==> src/rtl/debounce_bank.sv <==
// Multi-channel push-button debouncer: 2-FF synchroniser, bounce filter, press/release
// pulses, and a long-press pulse with optional auto-repeat, each gated by a channel enable.
module debounce_bank #(
    parameter int CHANNELS   = 4,
    parameter int COUNT_MAX  = 500000,
    parameter int HOLD_MAX   = 50000000,
    parameter int REPEAT_MAX = 0
) (
    input  logic                clk,
    input  logic                reset,
    input  logic [CHANNELS-1:0] en,
    input  logic [CHANNELS-1:0] button_in,
    output logic [CHANNELS-1:0] button_out,
    output logic [CHANNELS-1:0] press_pulse,
    output logic [CHANNELS-1:0] release_pulse,
    output logic [CHANNELS-1:0] long_pulse
);

    localparam int CW       = $clog2(COUNT_MAX + 1);
    localparam int HOLD_TOP = (HOLD_MAX > REPEAT_MAX) ? HOLD_MAX : REPEAT_MAX;
    localparam int HW       = $clog2(HOLD_TOP + 1);

    localparam logic [CW-1:0] CNT_LAST  = CW'(COUNT_MAX - 1);
    localparam logic [HW-1:0] HOLD_LAST = HW'(HOLD_MAX - 1);
    localparam logic [HW-1:0] REP_LAST  = HW'((REPEAT_MAX > 0) ? REPEAT_MAX - 1 : 0);

    logic [CHANNELS-1:0] s1;
    logic [CHANNELS-1:0] s2;

    // The synchroniser ignores en so a re-enabled channel sees the current level at once.
    always_ff @(posedge clk) begin
        if (!reset) begin
            s1 <= '0;
            s2 <= '0;
        end else begin
            // NOTE: non-blocking assignments make s2 take the old s1, giving a true 2-FF chain.
            s1 <= button_in;
            s2 <= s1;
        end
    end

    for (genvar i = 0; i < CHANNELS; i++) begin : g_ch
        logic [CW-1:0] cnt;
        logic [HW-1:0] hold;
        logic          bo;
        logic          repeating;
        logic          spent;
        logic          accept;
        logic          rise;
        logic          fall;
        logic          hold_due;

        assign accept   = (s2[i] != bo) && (cnt == CNT_LAST);
        assign rise     = accept && !bo;
        assign fall     = accept && bo;
        assign hold_due = repeating ? (hold == REP_LAST) : (hold == HOLD_LAST);

        always_ff @(posedge clk) begin
            if (!reset || !en[i]) begin
                cnt              <= '0;
                hold             <= '0;
                bo               <= 1'b0;
                repeating        <= 1'b0;
                spent            <= 1'b0;
                press_pulse[i]   <= 1'b0;
                release_pulse[i] <= 1'b0;
                long_pulse[i]    <= 1'b0;
            end else begin
                press_pulse[i]   <= rise;
                release_pulse[i] <= fall;
                long_pulse[i]    <= 1'b0;

                if (s2[i] == bo) begin
                    cnt <= '0;
                end else if (accept) begin
                    cnt <= '0;
                    bo  <= s2[i];
                end else begin
                    cnt <= cnt + 1'b1;
                end

                // A release on the edge a long pulse is due suppresses that pulse.
                if (accept) begin
                    hold      <= '0;
                    repeating <= 1'b0;
                    spent     <= 1'b0;
                end else if (bo && !spent) begin
                    if (hold_due) begin
                        long_pulse[i] <= 1'b1;
                        hold          <= '0;
                        if (REPEAT_MAX > 0) begin
                            repeating <= 1'b1;
                        end else begin
                            spent <= 1'b1;
                        end
                    end else begin
                        hold <= hold + 1'b1;
                    end
                end
            end
        end

        assign button_out[i] = bo;
    end

endmodule

==> config.mk <==
export PLATFORM = sky130hd
export DESIGN_NAME = debounce_bank
export DESIGN_NICKNAME = d
export VERILOG_FILES = /design/src/rtl/debounce_bank.sv
export SDC_FILE = /design/constraint.sdc
export NUM_CORES = 1
export LEC_CHECK = 0
export BUFFER_PORTS_ARGS = -buffer_cell sky130_fd_sc_hd__buf_2
export CAP_MARGIN = 10
export CORE_MARGIN = 3
export CORE_UTILIZATION = 35
export CTS_CLUSTER_DIAMETER = 30
export DETAILED_ROUTE_END_ITERATION = 6
export GPL_ROUTABILITY_DRIVEN = 0
export MAX_ROUTING_LAYER = met4
export SLEW_MARGIN = 40
export SYNTH_ARGS = -nofsm -noshare
export SYNTH_HDL_FRONTEND = slang
export SYNTH_SLANG_ARGS = --single-unit
export TNS_END_PERCENT = 5
==> constraint.sdc <==
create_clock -name clk -period 3.6 [get_ports clk]
set_input_delay 0.72 -clock clk [delete_from_list [all_inputs] [get_ports clk]]
set_output_delay 0.72 -clock clk [all_outputs]
set_load 0.02 [all_outputs]
# Yosys cells after proc, flatten, opt, wreduce, memory -nomap -nowiden
# Cells that the tools add are included.
# word_totals
reg_bits,208
output_inout_bits,16
in_bits,10
wordCells,123
# op_classes
addsub,8
n_eq_ne,16
n_mux,8
n_bitwise,8
n_reduce_logical,53
# ops
operator,count
26-bit by 1-bit adder with 26-bit output (second input constant),4
26-bit equality test (second input constant),4
26-bit 2-to-1 mux,4
19-bit by 1-bit adder with 19-bit output (second input constant),4
19-bit equality test (second input constant),4
3-bit OR reduction,8
1-bit logical AND,16
2-bit AND reduction,8
1-bit logical NOT,13
1-bit inverter,8
2-bit OR reduction,4
1-bit equality test,4
1-bit logical OR,4
1-bit 2-to-1 mux,4
1-bit != test,4

# Longest topological paths before layout
# logic_depth
word_depth,4
depth_mapped,8
ltp_nobuf,6

# Least setup slack after synthesis
# Ideal clock, no wire load.
# synth_timing
kind,register to register
from,register g_ch[0].hold[0]
to,register g_ch[0].hold[19]
t_arrival_ps,1845
path_stages_with_launch,9
t_required_ps,3485
path_buffers,2
setup_time_ps,115
slack_ps,1641
synth_period_minus_slack_ps,1959
cell_sequence,dfxtp_1 > ha_1 > and4b_1 > buf_6 > nand3_4 > or4_4 > o2111ai_4 > buf_8 > nor2_1
# synth_between
elab_chain_len,2
elab_cells_between_ends,3
classes_between,1 x add/sub; 1 x eq/ne; 1 x mux
# synth_lines
element,line_no,text
start: declaration,44,logic [HW-1:0] hold;
start signal: assignment,97,hold <= hold + 1'b1;
26-bit by 1-bit adder with 26-bit output / 26-bit equality test (equally long branches),"97, 56",
26-bit 2-to-1 mux *,88,if (hold_due) begin
# Mark *: on every way between the ends. The rest lies on a longest branch, timed or not.
# A chain may end at the register's enable or synchronous reset.

# Worst setup path after layout
# layout_timing
from,register g_ch[0].hold[0]
to,register g_ch[0].hold[4]
# Same word-level chain as after synthesis.

==> flow_summary.yaml <==
pwr:
  p_total_uw: 6743
  p_leak_uw: 0.003776
  p_switching_uw: 1377
  seqPwrFrac: 0.344
  p_per_area_mw_per_mm2: 601.0
  p_clk_frac: 0.649
  combinationalPowerShare: 0.007
  p_sw_frac: 0.2042
  p_int_uw: 5367
  ir_drop_v: 0.0003385
routing:
  met1_length_mm: 8.997
  drt-total-wl_mm: 17.56
  drc_errors: 0
  vias_per_cell: 4.805
  wl_per_cell_um: 12.12
  antenna_left: 0
  drt_iter0_drc: 317
  via_count: 6963
  routed.top_layer: "met4"
  wl_met3_um: 630
  dr_wl_met2_mm: 7.567
  drtPass1Iterations: 6
clocking:
  cts_inserted_buffers: 48
  post_cts_buffers: 0
  htreeDepth: 2
  hold_buffers: 0
  cts-root-buf: "clkbuf_16"
  clock_latency_ps: 530
  clkSinkCount: 208
  ctsResizeCount: 0
  clkTransAtPathRegs_ps: 50
  cts_buffer_depth: 3
  tritoncts: "built"
logic_synthesis:
  yosys.area.top_type_share: 0.4578
  yosys-top-cells-area: "dfxtp_1, xor2_1, nor2_1"
  synth_edf_count: 0
  syn_area_mm2: 0.009095
  syn_inst: 1028
  ys_top_cells_by_count: "nor2_1, dfxtp_1, xor2_1"
  ys_types: 50
  yosysWarnings: 0
  avgSynthCellArea_um2: 8.847
  ys_ff_latch: 208
  synth_fp_nets: 1046
  synth_area_leader_cell: "dfxtp_1"
  synth_flop_cell: "dfxtp_1"
  synthArstFlopShare: 0
  synthMostInstantiatedCell: "nor2_1"
  synth.yosys.seq_area_share: 0.4578
floorplan:
  coreArea_mm2: 0.02533
  start_util: 0.3591
  dieWidth_um: 167.2
  chipHeight_um: 167.2
  io_pins: 26
  die_area_mm2: 0.02796
  rows: 58
sta:
  fin_crit_ps: 2302
  worstMarginPinSlew_ps: 796.8
  max_freq_mhz: 434.4
  relSlewSlack: 0.4644
  period_share: 0.6395
  finalSetupViolCount: 0
  finalHoldViolCount: 0
  clock_skew_ps: 20.49
  setup_tns_ps: 0
  rsz0062_at_grt: "false"
  maxSlewViolCount: 0
final_layout:
  multi_input_area_mm2: 0.004727
  seq_area_mm2: 0.004164
  fin_nets: 1098
  antennaDiodeCount: 0
  area_delta_synth_final_pct: 23.37
  fillers: 2443
  drive_above_1_share: 0.1215
global_route:
  gr-usage-all-layers: 0.1306
  antenna_found_initial: 0
  gr-total-overflow: 0
  grt_pass1_wl_mm: 31.15
  grt_max_degree: 26
  grt_pass1_vias: 6788
critical_path:
  worst_setup_path_end_kind: "flop"
  worstSetupStartpointType: "flop"
  reg2reg_from: "g_ch[0].hold[0]$_SDFFE_PP0P_"
  reg2reg_depth: 6
  crit_arrival_ps: 2680
  r2r_end: "g_ch[0].hold[4]$_SDFFE_PP0P_"
  crit_type: "reg2reg"
  rrSetupSlack_ps: 1300
  cp.required_ps: 3980
  crit_fanout: 25
run:
  maxCapViolCount: 0
placement:
  dp_hpwl_mm: 11.26
  portBuffers: 25
worst_hold_path:
  hold_path.class: "in2reg"
  holdPathStages: 2
  holdPathEnd: "s1[0]$_SDFF_PN0_"
  min_from: "button_in[0]"
run_status:
  status: "complete, no violations"
[through the flow]
step                setup slack (ps)  hold slack, ps  utilization  instance area (µm²)  std cells
finish                          1298           400.6       0.4430                11220       1449
global route                    1173           374.0       0.4430                11220       1449
CTS                             1190           378.2       0.4423                11200       1448
detailed placement              1086           420.3       0.3755                 9509       1359
global placement                1142           414.0       0.3750                 9498       1359
floorplan                       1641           411.9            -                 9095       1028
[cells by family after synthesis]
logic type | Yosys count | share of synthesized area
DFF | 208 | 0.4578
muxes | 7 | 0.007704
and+or+nand+nor | 570 | 0.3192
AOI/OAI and AO/OA | 25 | 0.02064
adders and majority gates | 8 | 0.01101
buffers and inverters | 45 | 0.02476
xor gates and xnor gates | 165 | 0.1589
[cell usage in the layout, fill, tap and decap left out, drive strengths merged, types with 8 or more instances in the layout]
| cell | n |
|---|---|
| xor2 | 107 |
| clkinv | 9 |
| inv | 18 |
| clkinvlp | 9 |
| nor3 | 23 |
| and3 | 28 |
| nand2 | 74 |
| nor4 | 17 |
| a21oi | 13 |
| ha | 8 |
| xnor2 | 58 |
| nor4b | 12 |
| and4 | 17 |
| and2 | 15 |
| nand3 | 66 |
| dfxtp | 208 |
| nand4 | 59 |
| clkbuf | 66 |
| nor2 | 215 |
| buf | 29 |
[power by group through the flow]
stage | sequential (µW) | combinational (µW) | clock (µW)
after floorplan | 2360 | 36.3 | 0
after global placement | 2360 | 49.8 | 0
after detailed placement | 2360 | 50.0 | 0
after CTS | 2320 | 50.7 | 4470
after global routing | 2320 | 55.7 | 4620
final | 2320 | 49.5 | 4370
[metal layers]
metal	track usage	vias to the layer above
met5	-	-
met4	0.04767	0
met3	0.03093	31
met2	0.1958	85
met1	0.1727	3209
li1	-	3638
[worst max-delay path, cell delays in order, from the launching register on]
cell	delay (ps)
dfxtp_1	380
ha_1	190
and4b_1	410
nand3_4	120
or4_4	590
o2111ai_4	340
nor2_1	130
[registers in the layout (all words and copies together), names as in the netlist]
signal and cells:
g_ch.hold 104, g_ch.cnt 76, g_ch.bo 4, g_ch.spent 4, long_pulse 4, press_pulse 4, release_pulse 4, s1 4
s2 4
[worst max-delay path by stage]
stage	start	slack [ps]	to
2_1_floorplan	g_ch[0].hold[0]$_SDFFE_PP0P_	1640	g_ch[0].hold[19]$_SDFFE_PP0P_
3_3_place_gp	reset	1140	g_ch[3].hold[23]$_SDFFE_PP0P_
3_5_place_dp	reset	1090	g_ch[3].hold[23]$_SDFFE_PP0P_
4_1_cts	g_ch[1].cnt[8]$_SDFF_PP0_	1190	g_ch[1].hold[10]$_SDFFE_PP0P_
5_1_grt	g_ch[0].hold[0]$_SDFFE_PP0P_	1170	g_ch[0].hold[18]$_SDFFE_PP0P_
6_report	g_ch[0].hold[0]$_SDFFE_PP0P_	1300	g_ch[0].hold[4]$_SDFFE_PP0P_
[area by class of cell]
type | count | area share
sequential | 208 | 0.3711
clock inverter | 23 | 0.02799
multi-input combinational | 775 | 0.4213
clock buffer | 66 | 0.1230
tap | 330 | 0.03680
inverter | 18 | 0.006021
timing repair buffer | 29 | 0.01383
(Power assumes the default switching activity.)
